### src/rtl/dmem_arb_pkg.sv
// -----------------------------------------------------------------------------
// dmem_arb_pkg
// Shared definitions for the data-memory arbiter:
//   - NUM_PORTS          : number of requesters (core LSU = 0, DMA/debug = 1)
//   - arb_state_e        : ownership states of the arbiter FSM
//   - F3_*               : access-size encodings forwarded on Funct3
//   - port_onehot()      : port index -> one-hot grant vector
//   - own_state()        : port index -> matching ownership state code
// -----------------------------------------------------------------------------
package dmem_arb_pkg;

  localparam int NUM_PORTS = 2;

  typedef enum logic [1:0] {
    IDLE = 2'd0,
    OWN0 = 2'd1,
    OWN1 = 2'd2
  } arb_state_e;

  // Loads use all five codes; stores reuse LB/LH/LW as SB/SH/SW.
  localparam logic [2:0] F3_LB  = 3'b000;
  localparam logic [2:0] F3_LH  = 3'b001;
  localparam logic [2:0] F3_LW  = 3'b010;
  localparam logic [2:0] F3_LBU = 3'b100;
  localparam logic [2:0] F3_LHU = 3'b101;

  function automatic logic [NUM_PORTS-1:0] port_onehot(input logic idx);
    return idx ? 2'b10 : 2'b01;
  endfunction

  function automatic logic [1:0] own_state(input logic idx);
    return idx ? 2'(OWN1) : 2'(OWN0);
  endfunction

endpackage

### src/rtl/rr_pick2.sv
// -----------------------------------------------------------------------------
// rr_pick2
// Two-input round-robin picker used for ownerless (IDLE) arbitration.
// A lone requester wins outright; when both request, the port that did not
// win last time is chosen.
// Ports:
//   i_req         [NUM_PORTS] request vector, bit n = port n
//   i_last_winner [1]         index of the previous winner
//   o_gnt         [NUM_PORTS] one-hot pick (all zero when nobody requests)
// -----------------------------------------------------------------------------
module rr_pick2
  import dmem_arb_pkg::*;
(
  input  logic [NUM_PORTS-1:0] i_req,
  input  logic                 i_last_winner,
  output logic [NUM_PORTS-1:0] o_gnt
);

  // Pick the requester, alternating on contention.
  always_comb begin
    o_gnt = 2'b00;
    case (i_req)
      2'b01:   o_gnt = 2'b01;
      2'b10:   o_gnt = 2'b10;
      2'b11:   o_gnt = i_last_winner ? 2'b01 : 2'b10;
      default: o_gnt = 2'b00;
    endcase
  end

endmodule

### src/rtl/dmem_arbiter.sv
// -----------------------------------------------------------------------------
// dmem_arbiter
// Shares a single-port data memory between the core load/store unit (port 0)
// and the DMA/debug loader (port 1). Grants are combinational so the access
// executes in the grant cycle; writes commit at the closing clock edge and
// read data is captured into a shared registered response (rdata_o) with a
// one-cycle rvalid_o pulse on the matching port.
//
// Arbitration: round-robin while nobody owns the memory; a winner with lock_i
// set takes ownership for consecutive beats, bounded by MAX_BURST when the
// other port is waiting.
//
// Build option: define DMEM_ARB_CORE_PRIO_EN to give port 0 strict priority.
// Port 0 then always wins in IDLE, lock_i[1] is ignored (so port 1 can never
// own the memory and port 0 is never held off), and lock/burst limits apply
// to port 0 only.
//
// Ports:
//   clk, reset                 clock, asynchronous active-high reset
//   req_i, we_i, lock_i  [2]   per-port request / write / keep-ownership
//   addr0_i, addr1_i     [DM_ADDRESS]  per-port word address
//   wdata0_i, wdata1_i   [DATA_W]      per-port write data
//   funct3_0_i, funct3_1_i [3]         per-port access size
//   gnt_o                [2]   one-hot grant (access happens this cycle)
//   rvalid_o             [2]   read response valid, one cycle after grant
//   rdata_o              [DATA_W] registered read data
//   MemRead, MemWrite, a, wd, Funct3   memory command outputs
//   rd                   [DATA_W] combinational memory read data
// -----------------------------------------------------------------------------
module dmem_arbiter
  import dmem_arb_pkg::*;
#(
  parameter int DM_ADDRESS = 9,
  parameter int DATA_W     = 32,
  parameter int MAX_BURST  = 8
) (
  input  logic                  clk,
  input  logic                  reset,
  input  logic [NUM_PORTS-1:0]  req_i,
  input  logic [NUM_PORTS-1:0]  we_i,
  input  logic [NUM_PORTS-1:0]  lock_i,
  input  logic [DM_ADDRESS-1:0] addr0_i,
  input  logic [DM_ADDRESS-1:0] addr1_i,
  input  logic [DATA_W-1:0]     wdata0_i,
  input  logic [DATA_W-1:0]     wdata1_i,
  input  logic [2:0]            funct3_0_i,
  input  logic [2:0]            funct3_1_i,
  output logic [NUM_PORTS-1:0]  gnt_o,
  output logic [NUM_PORTS-1:0]  rvalid_o,
  output logic [DATA_W-1:0]     rdata_o,
  output logic                  MemRead,
  output logic                  MemWrite,
  output logic [DM_ADDRESS-1:0] a,
  output logic [DATA_W-1:0]     wd,
  output logic [2:0]            Funct3,
  input  logic [DATA_W-1:0]     rd
);

  localparam logic [1:0] ST_IDLE = 2'(IDLE);
  localparam logic [1:0] ST_OWN0 = 2'(OWN0);
  localparam logic [1:0] ST_OWN1 = 2'(OWN1);

  // Counter must hold MAX_BURST itself.
  localparam int                CNT_W   = $clog2(MAX_BURST + 1);
  localparam logic [CNT_W-1:0]  CNT_MAX = CNT_W'(MAX_BURST);
  localparam logic [CNT_W-1:0]  CNT_ONE = CNT_W'(1);

  logic [1:0]           r_state;
  logic                 r_last_winner;
  logic [CNT_W-1:0]     r_burst_cnt;
  logic [NUM_PORTS-1:0] r_rvalid;
  logic [DATA_W-1:0]    r_rdata;

  logic [NUM_PORTS-1:0] w_lock;
  logic                 w_pick_last;
  logic [NUM_PORTS-1:0] w_idle_gnt;
  logic                 w_idle_win;
  logic                 w_own;
  logic                 w_oth;
  logic                 w_at_max;
  logic                 w_handoff;
  logic [NUM_PORTS-1:0] w_gnt_raw;
  logic [NUM_PORTS-1:0] w_gnt;
  logic [1:0]           w_nxt_state;
  logic                 w_nxt_last;
  logic [CNT_W-1:0]     w_nxt_cnt;

`ifdef DMEM_ARB_CORE_PRIO_EN
  // Masking lock_i[1] keeps port 1 out of OWN1; pinning last_winner to 1
  // turns the round-robin picker into fixed port-0 priority.
  assign w_lock      = lock_i & 2'b01;
  assign w_pick_last = 1'b1;
`else
  assign w_lock      = lock_i;
  assign w_pick_last = r_last_winner;
`endif

  rr_pick2 u_rr_pick2 (
    .i_req         (req_i),
    .i_last_winner (w_pick_last),
    .o_gnt         (w_idle_gnt)
  );

  assign w_idle_win = w_idle_gnt[1];
  assign w_own      = (r_state == ST_OWN1);
  assign w_oth      = ~w_own;
  assign w_at_max   = (r_burst_cnt >= CNT_MAX);
  // The waiting port takes over when the burst is exhausted, or when the
  // owner drops its request (ownerless rules then leave it as sole requester).
  assign w_handoff  = req_i[w_oth] & (w_at_max | ~req_i[w_own]);

  // Grant decision and next ownership state.
  always_comb begin
    w_gnt_raw   = 2'b00;
    w_nxt_state = r_state;
    w_nxt_last  = r_last_winner;
    w_nxt_cnt   = r_burst_cnt;
    case (r_state)
      ST_IDLE: begin
        w_gnt_raw = w_idle_gnt;
        if (w_idle_gnt != 2'b00) begin
          if (w_lock[w_idle_win]) begin
            w_nxt_state = own_state(w_idle_win);
            w_nxt_cnt   = CNT_ONE;
          end else begin
            w_nxt_state = ST_IDLE;
            w_nxt_last  = w_idle_win;
          end
        end else begin
          w_nxt_state = ST_IDLE;
        end
      end
      ST_OWN0, ST_OWN1: begin
        if (w_handoff) begin
          w_gnt_raw = port_onehot(w_oth);
          if (w_lock[w_oth]) begin
            w_nxt_state = own_state(w_oth);
            w_nxt_cnt   = CNT_ONE;
          end else begin
            w_nxt_state = ST_IDLE;
            w_nxt_last  = w_oth;
          end
        end else if (req_i[w_own]) begin
          w_gnt_raw = port_onehot(w_own);
          if (w_lock[w_own]) begin
            // Only reachable at the limit when the other port is idle:
            // ownership continues with a fresh burst.
            w_nxt_cnt = w_at_max ? CNT_ONE : (r_burst_cnt + CNT_ONE);
          end else begin
            w_nxt_state = ST_IDLE;
            w_nxt_last  = w_own;
          end
        end else begin
          w_nxt_state = ST_IDLE;
          w_nxt_last  = w_own;
        end
      end
      default: begin
        w_nxt_state = ST_IDLE;
        w_nxt_cnt   = {CNT_W{1'b0}};
      end
    endcase
  end

  // Reset forces the combinational grant low so the memory sees no access.
  assign w_gnt = reset ? 2'b00 : w_gnt_raw;

  assign MemWrite = |(w_gnt & we_i);
  assign MemRead  = |(w_gnt & ~we_i);

  // Forward the granted port's command; zeros when nothing is granted.
  always_comb begin
    a      = {DM_ADDRESS{1'b0}};
    wd     = {DATA_W{1'b0}};
    Funct3 = 3'b000;
    if (w_gnt[0]) begin
      a      = addr0_i;
      wd     = wdata0_i;
      Funct3 = funct3_0_i;
    end else if (w_gnt[1]) begin
      a      = addr1_i;
      wd     = wdata1_i;
      Funct3 = funct3_1_i;
    end else begin
      a      = {DM_ADDRESS{1'b0}};
      wd     = {DATA_W{1'b0}};
      Funct3 = 3'b000;
    end
  end

  // Arbitration state and registered read response.
  always_ff @(posedge clk or posedge reset) begin
    if (reset) begin
      r_state       <= ST_IDLE;
      r_last_winner <= 1'b1;
      r_burst_cnt   <= {CNT_W{1'b0}};
      r_rvalid      <= 2'b00;
      r_rdata       <= {DATA_W{1'b0}};
    end else begin
      r_state       <= w_nxt_state;
      r_last_winner <= w_nxt_last;
      r_burst_cnt   <= w_nxt_cnt;
      r_rvalid      <= w_gnt & ~we_i;
      if (MemRead) begin
        r_rdata <= rd;
      end else begin
        r_rdata <= r_rdata;
      end
    end
  end

  assign gnt_o    = w_gnt;
  assign rvalid_o = r_rvalid;
  assign rdata_o  = r_rdata;

endmodule

### config.mk
export PLATFORM = sky130hd
export DESIGN_NAME = dmem_arbiter
export DESIGN_NICKNAME = d
export VERILOG_FILES = /design/src/rtl/dmem_arb_pkg.sv /design/src/rtl/rr_pick2.sv /design/src/rtl/dmem_arbiter.sv
export SDC_FILE = /design/constraint.sdc
export NUM_CORES = 1
export LEC_CHECK = 0
export CORE_ASPECT_RATIO = 2
export CORE_MARGIN = 3
export CORE_UTILIZATION = 36
export CTS_BUF_LIST = sky130_fd_sc_hd__clkbuf_4 sky130_fd_sc_hd__clkbuf_8 sky130_fd_sc_hd__clkbuf_16
export CTS_CLUSTER_SIZE = 40
export DETAILED_ROUTE_END_ITERATION = 8
export GPL_TIMING_DRIVEN = 0
export PLACE_DENSITY_LB_ADDON = 0.3
export SYNTH_ARGS = -nofsm -noshare
export SYNTH_HDL_FRONTEND = slang
export SYNTH_SLANG_ARGS = --single-unit
export TNS_END_PERCENT = 1
### constraint.sdc
create_clock -name clk -period 3.6 [get_ports clk]
set_input_delay 0.72 -clock clk [delete_from_list [all_inputs] [get_ports clk]]
set_output_delay 0.72 -clock clk [all_outputs]
set_load 0.02 [all_outputs]
# Word-level counts from Yosys, hierarchy flattened
# Index checks and enable logic that the tools add are counted.
# word_totals
regBits	41
latch_bits	0
ram_bits	0
romBits	0
inputBits	128
output_inout_bits	82
word_cells	85
memories	0
# op_classes
addsub	1
multipliers	0
div	0
order_cmp	4
eq_ne	13
shifts	0
mux	47
n_bitwise	7
n_reduce_logical	8
# op_table
cell	n
32-bit two-way mux	2
4-bit two-way mux	7
2-bit two-way mux	13
9-bit two-way mux	2
1-bit two-way mux	16
3-bit inequality test, second input constant	4
5-bit AND reduction	2
2-bit one-hot mux with 2 select lines	2
4-bit one-hot mux with 2 select lines	1
2-bit equality test, second input constant	3
1-bit by 2-bit < comparator with 1-bit output, second input constant	3
3-bit two-way mux	2
2-bit inequality test, second input constant	3
2-bit one-hot mux with 3 select lines	1
2-bit OR reduction	3
4-bit by 1-bit adder with 4-bit output, second input constant	1
2-bit AND	2
2-bit by 1-bit equality test with 1-bit output, second input constant	2
4-bit greater-or-equal comparator, second input constant	1
4-bit inequality test, second input constant	1
2-bit nonzero test	2
2-bit logical NOT	1
1-bit inverter	2
2-bit inverter	1
other kinds (3)	3

# Logic depth before layout (Yosys ltp)
# Gate-level depths: netlist of run 1.
# depth
depth_word	11
depth_mapped	8
mapped_depth_nobuf	7

# Modules after synthesis
# From an unflattened synthesis of run 1, not the netlist that was laid out.
# unflattened
cells_unflattened	223
hier_area_um2	2568.7
# by_module_without_submodules
module	instances	cells_each	area_per_inst_um2	seq_area_each_um2
dmem_arbiter	1	220	2549.9	1027.2
rr_pick2	1	3	18.8	0.0

# Least setup slack after synthesis of run 1
# No wires, ideal clock.
# synth_path
path_type	input to output
from	input req_i[0]
to	output Funct3[1]
arrival_time_ns	2.046
required_time_ns	2.880
slack_ns	0.834
cell_stages	6
path_buffers	2
path_cell_list	buf_2 > a21boi_0 > o21ai_2 > nor3_4 > buf_6 > a22o_1
# synth_via
elab_chain_cells	10
elab_cells_between_ends	17
classes_between	3 x eq/ne; 11 x mux; 3 x bitwise
# synth_rtl
element	line	rtl
start: declaration	dmem_arbiter.sv:39	input logic [NUM_PORTS-1:0] req_i,
1-bit two-way mux (not written as such) (2 in series)	dmem_arbiter.sv:110, dmem_arbiter.sv:143	
1-bit inverter	dmem_arbiter.sv:110	assign w_handoff = req_i[w_oth] & (w_at_max | ~req_i[w_own]);
1-bit bitwise OR	dmem_arbiter.sv:110	
1-bit AND	dmem_arbiter.sv:110	
2-bit two-way mux	dmem_arbiter.sv:134	if (w_handoff) begin
2-bit one-hot mux with 2 select lines *	dmem_arbiter.sv:118	case (r_state)
2-bit two-way mux *	dmem_arbiter.sv:166	assign w_gnt = reset ? 2'b00 : w_gnt_raw;
3-bit two-way mux	dmem_arbiter.sv:180	end else if (w_gnt[1]) begin
3-bit two-way mux *	dmem_arbiter.sv:176	if (w_gnt[0]) begin
end: declaration	dmem_arbiter.sv:55	output logic [2:0] Funct3,
# Mark *: on every way between the ends. The rest lies on a longest branch, timed or not. The select of a mux whose other input is x is not followed.

# Worst setup path after layout of run 1
# layout_path
from	input req_i[1]
to	output wd[25]
# layout_via
elab_chain_cells	10
elab_cells_between_ends	17
classes_between	3 x eq/ne; 11 x mux; 3 x bitwise
# layout_rtl
element	line	rtl
1-bit two-way mux (not written as such) (2 in series)	dmem_arbiter.sv:110, dmem_arbiter.sv:143	
1-bit inverter	dmem_arbiter.sv:110	
1-bit bitwise OR	dmem_arbiter.sv:110	
1-bit AND	dmem_arbiter.sv:110	
2-bit two-way mux	dmem_arbiter.sv:134	
2-bit one-hot mux with 2 select lines *	dmem_arbiter.sv:118	
2-bit two-way mux *	dmem_arbiter.sv:166	
32-bit two-way mux	dmem_arbiter.sv:180	
32-bit two-way mux *	dmem_arbiter.sv:176	
end: declaration	dmem_arbiter.sv:54	output logic [DATA_W-1:0] wd,
# Marks and branches as above.

==> summary.md, run 1 <==
| Metric | Value |
|---|---|
| Die X | `65.9 µm` |
| Fmax | `0.290 GHz` |
| Inserted Clock Buffers | `5` |
| VDD IR max | `0.232 mV` |
| Synth Area per Inst | `11.6 µm²` |
| Area of the core | `6940 µm²` |
| Clk_skew | `4.31 ps` |
| Vias post-DR | `2725` |
| Io pins | `210` |
| Final hold violation count | `0` |
| Crit path max fanout | `10` |
| PwrDens | `613 nW/µm²` |
| Worst hold path type | `flip-flop to flip-flop` |
| Cells after DPL | `520` |
| Minimum clock period | `3450 ps` |
| Iteration-0 DRC Markers | `115` |
| Largest area contributor in the netlist | `dfrtp_1` |
| Design Power | `3.04 mW` |
| Routed Antenna Nets | `0` |
| Synth top cells by count | `a22o_1, dfrtp_1, mux2_4` |
| Crit path launch type | `input pin` |
| Share of the synthesized area in the top cell type | `38.7%` |
| DP Wirelength | `7.75 mm` |
| Vias/cell | `5.10` |
| Slew HR | `45.2%` |
| DIE AREA | `8290 µm²` |
| Ys flop type | `dfrtp_1` |
| Crit. End Element | `output port` |
| Area grow syn2layout | `91.5%` |
| Tcrit/Tclk final | `95.8%` |
| Max incr delay on CP | `500 ps` |
| # Max-Cap Violations | `0` |
| Hold path cells | `1` |
| Die height | `126 µm` |
| Clk_lat worst skew | `280 ps` |
| CTS tree | `done` |
| GRT Total Usage | `22.9%` |
| Global-route wire length before repair | `14.6 mm` |
| Cells on worst reg2reg path | `9` |
| Worst path cell trace | `clkdlybuf4s50_1 -> nand2b_1 -> and3_1 -> o21ai_4 -> inv_2 -> clkbuf_2 -> a22o_1 -> dlygate4sd2_1` |
| RR Endpoint | `rdata_o[22]` |
| DRT Pass-1 Iters | `4` |
| RSZ-0062 raised after global routing | `no` |
| DRC Markers | `0` |
| Worst EP arrival | `2730 ps` |
| Req. time, crit path | `2880 ps` |
| Synth unique cells | `40` |
| Clk slew on worst S/H paths | `60 ps` |
| Synth Area in XOR/XNOR | `0.678%` |
| Sequential-to-total area share from yosys stat | `39.8%` |
| Finish-stage setup viols | `0` |
| Combinational family with the most area after synthesis | `compound AO/OA/AOI/OAI gates` |
| Worst reg-to-reg setup slack | `1180 ps` |
| Row count | `43` |
| Simple logic cell fraction of the synthesized area | `7.41%` |
| Wirelength per Cell | `17.6 µm` |
| Post-Synth Adder-Cell Area | `2.42%` |
| Antenna Cells | `0` |
| R2R Path Start | `r_state[0]` |
| Mapped Cells | `222` |
| M3 GR Usage | `5.80%` |
| Async SR Flop Fraction | `100%` |
| Fraction of layout cells with a size suffix above 1 | `16.2%` |
| GPL Wtd Cong | `0.930` |
| Vias in the first global route | `2993` |
| Largest net degree at the start of global routing | `42` |
| Grt ovf | `0` |
| Post-synthesis compound-gate area fraction | `24.6%` |
| Slowest cell on the critical path | `clkdlybuf4s50_1` |
| Hold EP | `rdata_o[10]` |
| Top-count cell post-synth | `a22o_1` |
| Sink Count | `41` |
| Synth top area cells | `dfrtp_1, mux2_4, a22o_1` |
| Syn nets | `355` |
| Initial antenna violation count | `0` |
| Status | `finished clean` |
| Post-Layout Cell Count | `534` |
| Final nets | `576` |
| Post-Syn Area | `2580 µm²` |
| Crit path kind | `input pin to output port` |
| GRT Max-Usage Layer | `met2` |
| CTS Buffer Depth | `2` |
| Post-synthesis mux area share | `19.0%` |
| H-tree Lvls | `2` |
| Hold_sp | `rdata_o[10]` |
| Port bufs | `208` |
| Worst-Margin Slew | `821 ps` |
| Drt total wl | `9.38 mm` |
| # fillers | `506` |
| Initial core utilization | `37.2%` |
| EDFF count, synth | `0` |
| Clk root buf | `clkbuf_16` |
| Count of state elements after synthesis | `41` |
| P_leak | `2.32 nW` |
| Grt met2 use | `42.9%` |
| Slew Viols, Final | `0` |
| Yosys warns | `0` |
| Met1 usage | `22.3%` |
## cell type report
type | instances | area [µm²] | share of cell area [%]
clock buffers | 5 | 125 | 2.53
well taps | 90 | 113 | 2.28
flip-flops and latches | 41 | 1030 | 20.8
plain buffers | 16 | 121 | 2.45
repair buffers | 214 | 2090 | 42.3
clock inverters | 3 | 17.5 | 0.354
multi-input cells | 154 | 1410 | 28.5
inverters | 11 | 41.3 | 0.834
## power breakdown
part           total, mW  internal, mW  switching (mW)
Sequential         0.800         0.674           0.126
Combinational       1.80         0.969           0.832
Clock              0.434         0.254           0.180
## cell usage in the layout, fill, tap and decap left out, types with 3 or more instances in the layout
cell	synthesis	final
a21oi_1	9	9
o211ai_1	3	3
dlygate4sd2_1	0	41
buf_4	0	6
dfrtp_1	40	40
nand3b_1	3	3
clkbuf_16	0	5
mux2_4	29	29
o21ai_0	5	5
nor2_1	7	7
inv_1	10	9
clkdlybuf4s50_1	0	161
buf_2	4	4
ha_1	5	5
a22o_1	45	45
nand3_1	6	6
buf_6	7	7
nand2_1	11	11
mux2_2	5	5
clkbuf_2	0	3
dlymetal6s2s_1	0	6
## worst max-delay path by stage
stage	startpoint	endpoint	slack, ps	cells past startpoint
6_report	req_i[1]	wd[25]	150	8
5_1_grt	req_i[1]	wd[11]	20	9
4_1_cts	req_i[1]	MemRead	20	7
3_5_place_dp	req_i[1]	wd[11]	-300	8
3_3_place_gp	req_i[1]	wd[11]	-280	8
2_1_floorplan	req_i[0]	Funct3[1]	830	6
## critical path, delay by kind of cell
family          cells  cell delay [ps]
compound gates      2              500
buf+inv             4             1170
simple gates        2              340
## per-stage QoR
step | cell area (µm²) | util, % | setup WS [ps] | hold WS (ps) | TNS, ps
global placement | 4780 | 68.8 | -282 | 491 | -9950
floorplan | 2580 | - | 834 | 496 | 0
finish | 4950 | 71.3 | 153 | 504 | 0
detailed placement | 4780 | 68.8 | -305 | 491 | -10880
CTS | 4900 | 70.7 | 15.0 | 508 | 0
global route | 4950 | 71.3 | 19.0 | 522 | 0
## routing by layer
metal / vias to the layer above / wire length, µm / part of all wire (%)
met1: 1265 / 3120 / 33
li1: 1276 / - / -
met3: 21 / 716 / 7.6
met2: 163 / 5220 / 56
met4: 0 / 330 / 3.5
met5: - / 0 / 0
## sequential cells by signal, indices dropped and copies added (netlist names)
signal         cells
r_last_winner      1
rdata_o           32
r_burst_cnt        4
r_state            2
rvalid_o           2
## timing repair
item,4_1_cts,5_1_grt
setup endpoints to repair,45,6
pin swaps,1,1
hold endpoints to repair,0,0
hold buffers,0,0
gates resized for setup,46,6
setup buffers,2,4
## cells by family after synthesis
kind of cell             count (synthesis)
AO/OA/AOI/OAI                           77
flip-flops                              41
AND/OR/NAND/NOR                         36
multiplexers                            34
buffers and inverters                   27
adder cells (fa/ha/maj)                  5
XOR/XNOR                                 2
Power figures use the tool's default switching activity.
==> run 2: changes to the inputs <==
--- a/config.mk
+++ b/config.mk
@@ -11,7 +11,6 @@
 export CTS_BUF_LIST = sky130_fd_sc_hd__clkbuf_4 sky130_fd_sc_hd__clkbuf_8 sky130_fd_sc_hd__clkbuf_16
 export CTS_CLUSTER_SIZE = 40
 export DETAILED_ROUTE_END_ITERATION = 8
-export GPL_TIMING_DRIVEN = 0
 export PLACE_DENSITY_LB_ADDON = 0.3
 export SYNTH_ARGS = -nofsm -noshare
 export SYNTH_HDL_FRONTEND = slang
==> summary.md, run 2 (synthesized netlist as in run 1, its figures left out) <==
| Metric | Value |
|---|---|
| DRT Pass-1 Iters | `5 (+1)` |
| Clk_skew | `3.93 ps (-0.375 ps)` |
| Row count | `43 (unchanged)` |
| Clk root buf | `clkbuf_16` |
| # fillers | `512 (+1.2%)` |
| Worst path cell trace | `clkdlybuf4s50_1 -> buf_4 -> nand2_1 -> a21oi_2 -> o21ai_4 -> buf_4 -> o22ai_4 -> clkdlybuf4s50_1` |
| Crit path kind | `input pin to output port` |
| Final instance area | `4920 µm² (-0.63%)` |
| Crit path launch type | `input pin` |
| Minimum clock period | `3510 ps (+58.7 ps)` |
| Initial antenna violation count | `0 (unchanged)` |
| Max incr delay on CP | `650 ps (+150 ps)` |
| Worst reg-to-reg setup slack | `980 ps (-200 ps)` |
| Routed Antenna Nets | `0 (unchanged)` |
| Clk_lat worst skew | `290 ps (about the same)` |
| Port bufs | `209 (+0.48%)` |
| H-tree Lvls | `2 (unchanged)` |
| DP Wirelength | `7.76 mm (about the same)` |
| # Max-Cap Violations | `0 (unchanged)` |
| Max reg flops | `32 (unchanged)` |
| Drt total wl | `9.60 mm (+2.4%)` |
| Vias/cell | `5.24 (+2.6%)` |
| Global-route wire length before repair | `14.9 mm (+2.1%)` |
| Initial core utilization | `37.2% (unchanged)` |
| PwrDens | `622 nW/µm² (+1.4%)` |
| Worst hold path type | `flip-flop to flip-flop` |
| Min Hold Slack | `504 ps (+0.193 ps)` |
| Commonest non-fill, non-tap cells in the layout | `clkdlybuf4s50_1, a22o_1, dlygate4sd2_1, dfrtp_1, mux2_4` |
| Cell area after placement | `4820 µm² (+0.84%)` |
| VDD IR max | `0.226 mV (-2.7%)` |
| DRC Markers | `0 (unchanged)` |
| Inserted Clock Buffers | `5 (unchanged)` |
| P_leak | `2.23 nW (-4.2%)` |
| Util after Layout | `70.8% (-0.45 points)` |
| Io pins | `210 (unchanged)` |
| Slowest cell on the critical path | `clkdlybuf4s50_1` |
| DIE AREA | `8290 µm² (unchanged)` |
| Die height | `126 µm (unchanged)` |
| Wirelength per Cell | `18.2 µm (+3.5%)` |
| Setup TNS | `0 ps (unchanged)` |
| CTS tree | `done` |
| GPL Wtd Cong | `0.860 (-7.5%)` |
| Antenna Cells | `0 (unchanged)` |
| Final hold violation count | `0 (unchanged)` |
| Fmax | `0.285 GHz (-1.7%)` |
| Crit path max fanout | `10 (unchanged)` |
| Area grow syn2layout | `90.3%` |
| Most common cell after layout, fill and taps aside | `clkdlybuf4s50_1` |
| Worst-Margin Slew | `563 ps (-258 ps)` |
| Status | `finished clean` |
| Clk slew on worst S/H paths | `60 ps (about the same)` |
| Iteration-0 DRC Markers | `127 (+10%)` |
| Largest net degree at the start of global routing | `45 (+7.1%)` |
| Top Family by Delay on Critical Path | `buffers and inverters` |
| Fraction of layout cells with a size suffix above 1 | `15.3% (-0.92 points)` |
| Sink Count | `41 (unchanged)` |
| Vias in the first global route | `3035 (+1.4%)` |
| Area of the core | `6940 µm² (unchanged)` |
| Req. time, crit path | `2880 ps (about the same)` |
| Die X | `65.9 µm (unchanged)` |
| Crit. End Element | `output port` |
| CTS Buffer Depth | `2 (unchanged)` |
| Slew Viols, Final | `0 (unchanged)` |
| Tcrit/Tclk final | `97.4% (+1.6 points)` |
| Buf+Inv Stages, Crit Path | `4 (unchanged)` |
| Final nets | `570 (-1.0%)` |
| Finish-stage setup viols | `0 (unchanged)` |
| Slew HR | `62.5% (+17 points)` |
| GRT Total Usage | `23.6% (+0.68 points)` |
| Vias post-DR | `2765 (+1.5%)` |
| RSZ-0062 raised after global routing | `no` |
| Grt ovf | `0 (unchanged)` |
| Worst EP arrival | `2790 ps (+60 ps)` |
run 2: cell types whose count changed in the layout (fill, tap and decap cells not counted), moves of 2 or more:
cell / previous run / this run
dlymetal6s2s_1: 6 / 0
dlygate4sd2_1: 41 / 44
clkbuf_1: 2 / 0
buf_12: 0 / 3
buf_4: 6 / 13
clkdlybuf4s50_1: 161 / 164
clkbuf_2: 3 / 0
buf_2: 4 / 0
buf_6: 7 / 0
run 2: what timing repair did:
item,4_1_cts,5_1_grt
pin swaps,0,0
hold buffers,0,0
setup endpoints to repair,44,1
resized for setup,44,1
setup buffers,0,0
run 2: power by group:
group,internal (mW),total (mW),leakage [nW],switching [mW]
Combinational,0.963,1.80,1.65,0.835
Clock,0.275,0.456,0.0768,0.180
Sequential,0.675,0.804,0.495,0.129
run 2: final timing paths:
| path | endpoint | cells past startpoint | startpoint |
|---|---|---|---|
| min | rdata_o[16] | 1 | rdata_o[16] |
| max reg2reg | rdata_o[10] | 10 | r_state[1] |
| min in group asynchronous | r_state[0] | 3 | reset |
| min reg2reg | rdata_o[16] | 1 | rdata_o[16] |
| max | MemRead | 8 | req_i[0] |
| max in group asynchronous | r_last_winner | 3 | reset |
run 2: cell type report:
type,count,area (µm²),area share [%]
multi-input combinational,154,1400,28.4
sequential,41,1030,20.9
inverter,11,41.3,0.840
clock buffer,6,139,2.82
tap,90,113,2.29
clock inverter,2,13.8,0.280
timing repair buffer,224,2180,44.4
run 2: stage by stage:
stage	total power, mW	cells	worst slack [ps]
after detailed placement	2.67	520	-80.9
final	3.06	528	93.8
after CTS	3.08	528	48.1
after floorplan	1.80	222	834
after global placement	2.64	520	-77.7
after global routing	3.22	528	19.9
run 2: metal layers:
layer	part of all wire [%]	wire length, µm	track usage (%)
met1	33	3210	22.7
met2	55	5280	44.1
met3	7.7	742	5.80
met4	3.8	364	12.2
met5	0	0	0
